## config.mk

```make
export PLATFORM = sky130hd
export DESIGN_NAME = priority_grant_arbiter
export DESIGN_NICKNAME = d
export VERILOG_FILES = /design/src/rtl/priority_grant_arbiter.sv
export SDC_FILE = /design/constraint.sdc
export NUM_CORES = 1
export LEC_CHECK = 0
export CAP_MARGIN = 25
export CORE_AREA = 2 2 91 93
export CTS_CLUSTER_DIAMETER = 120
export DETAILED_ROUTE_END_ITERATION = 8
export DIE_AREA = 0 0 93 95
export GPL_TIMING_DRIVEN = 0
export PLACE_DENSITY_LB_ADDON = 0.25
export SETUP_SLACK_MARGIN = 0.1
export SYNTH_ARGS = -nofsm -noshare
export SYNTH_HDL_FRONTEND = slang
export SYNTH_SLANG_ARGS = --single-unit
```

## constraint.sdc

```tcl
create_clock -name clk -period 4.9 [get_ports clk]
set_clock_uncertainty 0.2 [all_clocks]
set_input_delay 0.98 -clock clk [delete_from_list [all_inputs] [get_ports clk]]
set_output_delay 0.98 -clock clk [all_outputs]
set_load 0.01 [all_outputs]
```

## src/rtl/priority_grant_arbiter.sv

```systemverilog
// priority_grant_arbiter: shares one resource among N_REQ requesters with fixed or
// round-robin selection, grant locking while the owner keeps requesting, and an optional hold limit.
`default_nettype none

module priority_grant_arbiter #(
    parameter int N_REQ    = 16,
    parameter int IDX_W    = 4,
    parameter int RR_EN    = 1,
    parameter int MAX_HOLD = 8
) (
    input  logic             clk,
    input  logic             rst,
    input  logic [N_REQ-1:0] req,
    input  logic             arb_en,
    output logic [N_REQ-1:0] grant,
    output logic             grant_valid,
    output logic [IDX_W-1:0] grant_idx,
    output logic             preempt
);

    localparam int               HC_W      = (MAX_HOLD > 0) ? $clog2(MAX_HOLD + 1) : 1;
    localparam logic [HC_W-1:0]  HOLD_SAT  = HC_W'(MAX_HOLD);
    localparam logic [HC_W-1:0]  HOLD_LAST = (MAX_HOLD > 0) ? HC_W'(MAX_HOLD - 1) : '0;
    localparam logic [IDX_W-1:0] PTR_RST   = IDX_W'(N_REQ - 1);

    localparam logic [0:0] S_IDLE = 1'b0;
    localparam logic [0:0] S_BUSY = 1'b1;

    logic [0:0]       state_q,   state_d;
    logic [N_REQ-1:0] grant_q,   grant_d;
    logic             valid_q,   valid_d;
    logic [IDX_W-1:0] idx_q,     idx_d;
    logic             preempt_q, preempt_d;
    logic [HC_W-1:0]  hold_q,    hold_d;
    logic [IDX_W-1:0] ptr_q,     ptr_d;

    logic [IDX_W-1:0] win_idx;
    logic             any_req;
    logic             owner_req;
    logic             others_req;
    logic             at_limit;

    assign any_req    = |req;
    assign owner_req  = |(req & grant_q);
    assign others_req = |(req & ~grant_q);
    assign at_limit   = (MAX_HOLD != 0) && (hold_q >= HOLD_LAST);

    // Later assignments win: in RR mode indices at or below ptr override those above it,
    // which is a downward search from ptr that wraps to N_REQ-1.
    always_comb begin
        win_idx = '0;
        for (int i = 0; i < N_REQ; i++) begin
            if (req[i] && ((RR_EN == 0) || (IDX_W'(i) > ptr_q))) begin
                win_idx = IDX_W'(i);
            end
        end
        if (RR_EN != 0) begin
            for (int i = 0; i < N_REQ; i++) begin
                if (req[i] && (IDX_W'(i) <= ptr_q)) begin
                    win_idx = IDX_W'(i);
                end
            end
        end
    end

    always_ff @(posedge clk) begin
        if (rst) begin
            state_q   <= S_IDLE;
            grant_q   <= '0;
            valid_q   <= 1'b0;
            idx_q     <= '0;
            preempt_q <= 1'b0;
            hold_q    <= '0;
            ptr_q     <= PTR_RST;
        end else begin
            state_q   <= state_d;
            grant_q   <= grant_d;
            valid_q   <= valid_d;
            idx_q     <= idx_d;
            preempt_q <= preempt_d;
            hold_q    <= hold_d;
            ptr_q     <= ptr_d;
        end
    end

    always_comb begin
        state_d = state_q;
        case (state_q)
            S_IDLE: begin
                if (arb_en && any_req) begin
                    state_d = S_BUSY;
                end
            end
            S_BUSY: begin
                if (!owner_req || (at_limit && others_req)) begin
                    state_d = S_IDLE;
                end
            end
            default: state_d = S_IDLE;
        endcase
    end

    always_comb begin
        grant_d   = '0;
        valid_d   = 1'b0;
        idx_d     = '0;
        preempt_d = 1'b0;
        hold_d    = '0;
        ptr_d     = ptr_q;
        case (state_q)
            S_IDLE: begin
                if (arb_en && any_req) begin
                    grant_d = N_REQ'(1) << win_idx;
                    valid_d = 1'b1;
                    idx_d   = win_idx;
                    ptr_d   = (win_idx == '0) ? PTR_RST : win_idx - 1'b1;
                end
            end
            S_BUSY: begin
                // Release outranks preemption, so preempt only fires while the owner still requests.
                if (owner_req) begin
                    if (at_limit && others_req) begin
                        preempt_d = 1'b1;
                    end else begin
                        grant_d = grant_q;
                        valid_d = 1'b1;
                        idx_d   = idx_q;
                        hold_d  = (hold_q == HOLD_SAT) ? hold_q : hold_q + 1'b1;
                    end
                end
            end
            default: ;
        endcase
    end

    assign grant       = grant_q;
    assign grant_valid = valid_q;
    assign grant_idx   = idx_q;
    assign preempt     = preempt_q;

endmodule

`default_nettype wire
```

Yosys cells after proc, flatten, opt, wreduce, memory -nomap -nowiden
Cells that the tools add are included.

storage, ports and cells
  memory bits (writable) = 0
  memories = 0
  output and inout port bits = 22
  memory bits (read-only) = 0
  latch bits = 0
  bits in registers = 31

operators by class
  multiply operators = 0
  $add $sub $neg = 2
  reductions and logical operators = 42
  equal/unequal tests = 2
  shift-type cells = 1
  divide/modulo/power cells = 0
  muxes and demuxes = 47
  bitwise operators = 5
  magnitude comparators = 32

operators by type and width
  cell                    count
  $mux W4                 28
  $mux W16                3
  $reduce_or A16 Y1       3
  $logic_and A1 B1 Y1     33
  $and A16 B16 Y16        2
  $gt A4 B4 Y1 const A    8
  $le A4 B4 Y1 const A    8
  $pmux W16 S2            1
  $gt A3 B4 Y1 const A    4
  $le A3 B4 Y1 const A    4
  $not A16 Y16            1
  $shl A1 B4 Y16 const A  1
  $mux W3                 4
  $gt A2 B4 Y1 const A    2
  $le A1 B4 Y1 const A    2
  $le A2 B4 Y1 const A    2
  $pmux W4 S2             1
  $mux W1                 6
  $add A4 B1 Y4 const B   1
  $eq A4 B4 Y1 const B    1
  $ge A4 B3 Y1 const B    1
  $gt A1 B4 Y1 const A    1
  $logic_not A4 Y1        1
  $mux W2                 2
  other kinds (9)         11

Depth between registers and ports, before layout
Gate-level depths: netlist of run 1.

  depth after elaboration = 36
  mapped depth = 15

Least setup slack after synthesis of run 1
No wires, ideal clock.

  kind = input-to-reg
  from = input req[6]
  to = register ptr_q[1]
  required time = 4641 ps
  path slack = 1262 ps
  stages on the path = 13
  path buffers = 1
  data arrival time = 3379 ps
  library setup time = 59 ps
  path through = clkbuf_1 nand4b_1 o221a_2 o2111ai_1 or4_1 o22a_1 a22o_2 inv_2 ha_1 o211ai_1 nor3_1 o22ai_1 nand2_1

on the way
  cells in the longest elaborated chain, start to end = 29
  elaborated cells between the ends (all ways) = 34
  those cells by class = add/sub (1); mux (27); reduce/logical (6)

ends and longest elaborated chain
  what                                                      RTL line  RTL
  start: declaration                                        13        input logic [N_REQ-1:0] req,
  $logic_and A1 B1 Y1                                       53        if (req[i] && ((RR_EN == 0) || (IDX_W'(i) > ptr_q))) begin
  $mux W3 (2 in a row)                                      53
  $mux W4 (8 in a row)                                      53
  $mux W4 (16 in a row)                                     59        if (req[i] && (IDX_W'(i) <= ptr_q)) begin
  $sub A4 B1 Y4 / $logic_not A4 Y1 (equally long branches)  116       ptr_d = (win_idx == '0) ? PTR_RST : win_idx - 1'b1;
  $mux W4                                                   116
  end signal: assignment                                    82        ptr_q <= ptr_d;
  end: declaration                                          35        logic [IDX_W-1:0] ptr_q, ptr_d;

Parallel ways exist; a longest one is shown, timed or not.
A chain may end at the register's enable or synchronous reset.

Worst setup path after layout of run 1
  from = input req[3]
  to = register ptr_q[1]

on the way
  cells in the longest elaborated chain, start to end = 32
  elaborated cells between the ends (all ways) = 37
  those cells by class = add/sub (1); mux (30); reduce/logical (6)

ends and longest elaborated chain
  what                                                      RTL line
  $logic_and A1 B1 Y1                                       53
  $mux W2                                                   53
  $mux W3 (4 in a row)                                      53
  $mux W4 (8 in a row)                                      53
  $mux W4 (16 in a row)                                     59
  $sub A4 B1 Y4 / $logic_not A4 Y1 (equally long branches)  116
  $mux W4                                                   116

Parallel ways exist; a longest one is shown, timed or not.

==> results.tsv, run 1 <==
stage	metric	value	unit
floorplanning	die_x	93	um
pwr	ir_worst_vdd	0.2354	mV
global_route	grt_max_degree	11	
min_path	hold_path.class	flop to flop	
clock_tree	cts_buffers	5	
place	pre_cts_ws	0.4714	ns
finish	drive_gt1_frac	0.1006	
critical_path	critPathKind	input pin to flop	
detailed_routing	viasPerCell	5.857	
sta	worst_pin_slew	0.9048	ns
pwr	p_clk_frac	0.261	
synth	synth_area_leaders	dfxtp_1, a22o_1, inv_1	
floorplanning	core_area	7928	um^2
pwr	combinationalPowerShare	0.369	
clock_tree	insertion_delay	0.29	ns
synth	async_flop_share	0	
sta	slew_violations	0	
synth	ys_ff_latch	30	
finish	syn_to_final_growth	23.61	%
detailed_routing	ant_nets	0	
synth	yosys.area.top_type_share	0.2623	
critical_path	crit_slowest_cell	clkdlybuf4s50_1	
clock_tree	cts_root_buf	clkbuf_8	
synth	synth_top_area_cell	dfxtp_1	
place	dp_hpwl	6.515	mm
synth	postSynthCellCount	288	
detailed_routing	drcViolationCount	0	
floorplanning	initial_core_util	0.2888	
clock_tree	cts.clk_slew.worst_paths	0.06	ns
global_route	antenna_found_initial	0	
critical_path	critPathArrivalTime	4.28	ns
global_route	grt-ovfl-total	0	
global_route	grt_pass1_wl	13.60	mm
floorplanning	fp-row-count	33	
place	placed_area	2751	um^2
sta	min_period	4.254	ns
global_route	grt_pass1_vias	2429	
pwr	p_per_area	253.2	nW/um^2
sta	fin_crit_sh	0.8681	
synth	synth_nets	311	
clock_tree	clk_path_buf_depth	2	
pwr	seq_power_share	0.369	
place	numPortBuffers	33	
critical_path	path_cells	clkdlybuf4s50_1, maj3_1, o22a_1, or4_1, o22a_1, a22o_2, inv_2, ha_1, o211ai_1, nor3_1, o22ai_1, nand2_1	
critical_path	worst_path_most_repeated_cell	o22a_1	
critical_path	crit_path_max_fanout	8	
finish	fin_area	2830	um^2
clock_tree	cts.sinks	30	
clock_tree	cts_tree	yes	
synth	ys_seq_area_frac	0.2623	
pwr	sw_frac_of_total	0.3677	
detailed_routing	dr.pass1.iters	5	
detailed_routing	wl_per_cell	19.91	um
finish	final_util	0.3570	
detailed_routing	drt-initial-drc-count	181	
critical_path	critPathLaunchType	input pin	
place	gp_congestion	0.9672	
critical_path	crit_required	4.93	ns
sta	rsz0062_at_grt	no	
clock_tree	cts_setup_buffers	0	
floorplanning	boundaryPins	41	
synth	syn_avg_cell_area	7.950	um^2
sta	fmax	0.2351	GHz
synth	yosysUniqueCellTypes	73	
sta	slew_headroom	0.3913	
run	maxCapViolCount	0	
detailed_routing	drt_wl_total	8.620	mm
detailed_routing	via_count	2536	
pwr	power.internal	0.0004531	W
pwr	p_sw	0.0002636	W
sta	hold_viol	0	
floorplanning	dieHeight	95	um
synth	yosysWarnings	0	
synth	synth_flop_cell	dfxtp_1	
critical_path	cp_slowest_stage_delay	0.64	ns
sta	hold_ws	0.2780	ns
synth	synth_edf_count	0	
clock_tree	post_cts_resized	0	
critical_path	worst_setup_path_end_kind	flop	
pwr	p_leak	1.011	nW
sta	final-setup-viol-count	0	
finish	antenna_cells	0	
floorplanning	die_area	8835	um^2
sta	finalWorstSetupSlack	0.6462	ns
clock_tree	cts_hold_buf	0	
global_route	track_usage	0.2026	
sta	fin_setup_tns	0	ns
outcome	status	finished clean	
finish	nNetsFinal	351	
clock_tree	cts-htree-levels	2	
synth	syn_area	2290	um^2
Yosys cell counts (2+ instances only):
cell type and number:
o22ai_1 8, or2_2 3, a32o_1 8, a22o_1 10
and3b_1 2, or3_1 4, nand4_1 6, o2111ai_1 3
ha_1 4, o21a_1 3, a2111oi_0 2, nor3_1 9
nand2b_1 8, o22a_1 2, a21oi_1 8, nand2_1 17
a21boi_0 2, nor4_1 6, a211oi_1 2, buf_6 3
nor2_1 14, clkbuf_1 9, o311ai_0 2, a22oi_1 7
o2bb2ai_1 3, o211ai_1 3, a21o_1 4, buf_2 7
o221a_2 3, o21ai_0 14, nor2b_1 3, inv_1 23
a311oi_1 3, nor4b_1 2, or4_1 3, nor3b_1 3
nand3_1 2, and2_1 6, a221oi_1 4, dfxtp_1 30
worst paths after layout:
path	from	depth (start not counted)	slack, ns	end
worst min-delay path	grant_idx[2]	1	0.28	grant_idx[2]
worst max register to register	ptr_q[2]	14	1.10	ptr_q[1]
worst max-delay path	req[3]	12	0.65	ptr_q[1]
worst min register to register	grant_idx[2]	1	0.28	grant_idx[2]
metal layers:
layer	part of all wire	global-route usage	wire (um)	vias up
met1	0.47	0.2812	4066	1216
met5	0	0	0	-
met2	0.44	0.3037	3765	104
met3	0.063	0.04230	541	20
li1	-	-	-	1196
met4	0.029	0.08701	246	0
cells by family (layout without fill, tap and decap cells):
family / count (synthesis) / in the layout / share of synthesized area
DFF: 30 / 30 / 0.2623
buffers and inverters: 46 / 86 / 0.09125
muxes: 1 / 1 / 0.004372
and+or+nand+nor: 99 / 99 / 0.2508
xor gates and xnor gates: 2 / 2 / 0.007652
adders and majority gates: 5 / 5 / 0.02623
AOI/OAI and AO/OA: 105 / 105 / 0.3574
power by group through the flow:
stage,registers (W),logic [W],clock network [W]
finish,0.000265,0.000264,0.000187
global route,0.000266,0.000288,0.000206
CTS,0.000265,0.000260,0.000194
detailed placement,0.000270,0.000258,0
global placement,0.000270,0.000259,0
floorplan,0.000270,0.000170,0
worst max-delay path, delay by kind of cell:
kind	cells	cell delay (ns)
AO/OA/AOI/OAI	5	1.03
adder cells (fa/ha/maj)	2	0.75
buffers and inverters	2	0.78
AND/OR/NAND/NOR	3	0.73
stage by stage:
step / instances / total power [W]
floorplan: 288 / 0.0004394
global placement: 426 / 0.0005290
detailed placement: 426 / 0.0005279
CTS: 433 / 0.0007181
global route: 433 / 0.0007602
finish: 433 / 0.0007167
registers in the layout (all words and copies together) (netlist names):
signal / flops
grant: 16
grant_idx: 4
hold_q: 4
preempt: 1
ptr_q: 4
state_q: 1
cell type report:
cell class / count / area, um^2
buffer: 22 / 118.9
clock buffer: 5 / 68.82
clock inverter: 2 / 10.01
fill: 848 / 5097
inverter: 24 / 90.09
multi-input combinational: 212 / 1480
sequential: 30 / 600.6
tap: 105 / 131.4
timing repair buffer: 33 / 330.3
placed cells by master (no fill, tap or decap), types with 5 or more instances in the layout:
cell	count
clkbuf_1	9
inv_1	23
clkdlybuf4s50_1	33
nor4_1	6
buf_2	7
nor3_1	9
nand2_1	17
nand4_1	6
a21oi_1	8
a22o_1	10
dfxtp_1	30
o22ai_1	8
clkbuf_8	5
a32o_1	8
a22oi_1	7
and2_1	6
nand2b_1	8
o21ai_0	14
nor2_1	14
Note: power is estimated with default switching activity, not from simulation.
==> run 2: changes to the inputs <==
CORE_AREA = 2 2 68 70   (was 2 2 91 93)
DIE_AREA = 0 0 70 72   (was 0 0 93 95)
PLACE_DENSITY = 0.89   (was not set)
PLACE_DENSITY_LB_ADDON = not set   (was 0.25)
==> run 2 against run 1 <==
Compared with the run above:
- maximum frequency grew 0.67%
- routed wire length shrank 7.6%
- clock power is 3% lower
- largest cell class unchanged
- first-iteration DRC count up 140%
- count of clock-buffer cells in the layout increased by 2
- worst setup slack improved by 0.028 ns
==> results.tsv, run 2 (synthesis gave the netlist of run 1 again) <==
stage	metric	value	unit	change
outcome	status	finished clean		
floorplanning	die_area	5040	um^2	-43%
min_path	hold_path_startpoint	grant_idx[2]		
clock_tree	cts.sinks	30		unchanged
finish	syn_to_final_growth	20.60	%	
pwr	p_clk_frac	0.255		-0.006
detailed_routing	drcViolationCount	0		unchanged
sta	fin_crit_sh	0.8623		-0.005783
clock_tree	insertion_delay	0.28	ns	about the same
detailed_routing	dr.pass1.iters	5		unchanged
critical_path	r2r_cells	14		unchanged
clock_tree	cts_root_buf	clkbuf_8		
clock_tree	cts.clk_slew.worst_paths	0.06	ns	about the same
finish	drive_gt1_frac	0.09451		-0.006098
clock_tree	cts_buffers	5		unchanged
critical_path	rr_startpoint	ptr_q[0]		
critical_path	worst_setup_path_end_kind	flop		
pwr	seq_power_share	0.374		+0.005
clock_tree	cts_tree	yes		
critical_path	worst-path-buf-inv	2		unchanged
critical_path	critPathKind	input pin to flop		
critical_path	crit_slowest_cell	clkdlybuf4s50_1		
clock_tree	clk_path_buf_depth	2		unchanged
pwr	p_leak	1.005	nW	-0.54%
finish	multi_input_area	1480	um^2	unchanged
critical_path	crit_path_max_fanout	8		unchanged
global_route	grt-ovfl-total	0		unchanged
detailed_routing	wl_per_cell	20.97	um	+5.3%
pwr	power.internal	0.0004563	W	+0.69%
finish	largest_reg_flops	16		unchanged
min_path	hold_path.class	flop to flop		
pwr	ir_worst_vdd	0.2505	mV	+6.4%
pwr	p_sw	0.0002511	W	-4.7%
clock_tree	cts_setup_buffers	0		unchanged
place	gp_congestion	0.9745		+0.75%
global_route	grt_max_degree	11		unchanged
detailed_routing	drt-initial-drc-count	430		+140%
sta	fmax	0.2367	GHz	+0.67%
detailed_routing	viasPerCell	6.979		+19%
floorplanning	boundaryPins	41		unchanged
floorplanning	fp-row-count	24		-27%
critical_path	crit_required	4.93	ns	about the same
sta	fin_setup_tns	0	ns	unchanged
sta	worst_pin_slew	0.7440	ns	-0.1607 ns
pwr	sw_frac_of_total	0.3550		-0.01277
finish	final_common_cell	clkdlybuf4s50_1		
finish	antenna_cells	0		unchanged
pwr	p_per_area	256.2	nW/um^2	+1.2%
critical_path	worst_path_most_repeated_cell	o22a_1		
place	numPortBuffers	33		unchanged
floorplanning	initial_core_util	0.5370		+0.2481
floorplanning	die_x	70	um	-25%
place	dp_hpwl	5.812	mm	-11%
critical_path	cp_slowest_stage_delay	0.59	ns	-0.05 ns
detailed_routing	drt_wl_total	7.969	mm	-7.6%
pwr	combinationalPowerShare	0.371		+0.002
sta	rsz0062_at_grt	no		
finish	regArea	600.6	um^2	unchanged
floorplanning	core_area	4264	um^2	-46%
clock_tree	cts-htree-levels	2		unchanged
global_route	antenna_found_initial	0		unchanged
clock_tree	post_cts_resized	0		unchanged
critical_path	reg2reg_slack	1.15	ns	+0.05 ns
min_path	hold_depth	1		unchanged
clock_tree	cts_hold_buf	0		unchanged
run	maxCapViolCount	0		unchanged
critical_path	critPathLaunchType	input pin		
finish	nNetsFinal	351		unchanged
sta	min_period	4.225	ns	-0.02834 ns
sta	slew_violations	0		unchanged
sta	hold_viol	0		unchanged
finish	layout_common_cells	clkdlybuf4s50_1, dfxtp_1, inv_1		
global_route	track_usage	0.3114		+0.1088
finish	fin_cells	380		-12%
global_route	grt_pass1_wl	12.56	mm	-7.7%
pwr	p_total	0.0007073	W	-1.3%
global_route	grt_pass1_vias	2436		+0.29%
min_path	worstHoldEndpoint	grant_idx[2]		
sta	slew_headroom	0.4994		+0.1082
critical_path	path_cells	clkdlybuf4s50_1, maj3_1, o22a_1, or4_1, o22a_1, a22o_2, inv_2, ha_1, o211ai_1, nor3_1, o22ai_1, nand2_1		
detailed_routing	ant_nets	0		unchanged
finish	fillers	371		-56%
critical_path	r2r_end	ptr_q[1]		
critical_path	critPathArrivalTime	4.25	ns	-0.03 ns
place	place_inst	373		-12%
detailed_routing	via_count	2652		+4.6%
sta	final-setup-viol-count	0		unchanged
floorplanning	dieHeight	72	um	-24%
critical_path	crit_family	compound AO/OA/AOI/OAI gates		
[run 2: cell count changes in the layout (fill, tap and decap cells not counted), sizes merged]
cell | previous run | this run
clkinv | 2 | 0
clkbuf | 15 | 17
[run 2: cell type report]
class / instances / area share
Tap cell: 52 / 0.02356
Timing Repair Buffer: 33 / 0.1196
Buffer: 22 / 0.04304
Clock buffer: 7 / 0.02764
Sequential cell: 30 / 0.2175
Multi-Input combinational cell: 212 / 0.5360
Inverter: 24 / 0.03262
[run 2: power groups by stage]
stage	Sequential, W	Combinational, W	Clock, W
floorplan	0.000270	0.000170	0
global placement	0.000269	0.000248	0
detailed placement	0.000269	0.000251	0
CTS	0.000264	0.000254	0.000181
global route	0.000266	0.000281	0.000191
finish	0.000265	0.000262	0.000181
[run 2: worst max path at each step]
stage | start | end | slack (ns) | cells past startpoint
6_report | req[3] | ptr_q[1] | 0.67 | 12
3_5_place_dp | req[3] | ptr_q[1] | 0.48 | 12
4_1_cts | req[3] | ptr_q[1] | 0.74 | 12
2_1_floorplan | req[6] | ptr_q[1] | 1.26 | 13
3_3_place_gp | req[3] | ptr_q[1] | 0.56 | 12
5_1_grt | req[10] | ptr_q[1] | 0.57 | 13
[run 2: routing by layer]
layer  track usage  wire length (um)
met5             0                 0
met4        0.1410               192
met3       0.04722               912
met2        0.5164              3648
met1        0.4036              3215
[run 2: worst register-to-register path, delay by kind of cell, from the launching register on]
family / cells / cell delay, ns
simple gates: 5 / 1.06
compound gates: 5 / 1.03
buf+inv: 3 / 0.73
flops: 1 / 0.35
fa+ha+maj: 1 / 0.33
[run 2: through the flow]
stage | utilization | cell area (um^2) | hold WS, ns | setup WS, ns
after global routing | 0.6476 | 2761 | 0.3014 | 0.5745
after floorplan | - | 2290 | 0.2712 | 1.262
after global placement | 0.6297 | 2685 | 0.2602 | 0.5624
after detailed placement | 0.6297 | 2685 | 0.2505 | 0.4758
final | 0.6476 | 2761 | 0.2737 | 0.6745
after CTS | 0.6476 | 2761 | 0.2787 | 0.7391
==> run 3: changes to the inputs <==
CTS_CLUSTER_SIZE = 10   (was not set)
SETUP_SLACK_MARGIN = 0.5   (was 0.1)
==> results of run 3 <==
No change in the layout: final DEF, timing and power equal those of run 2.
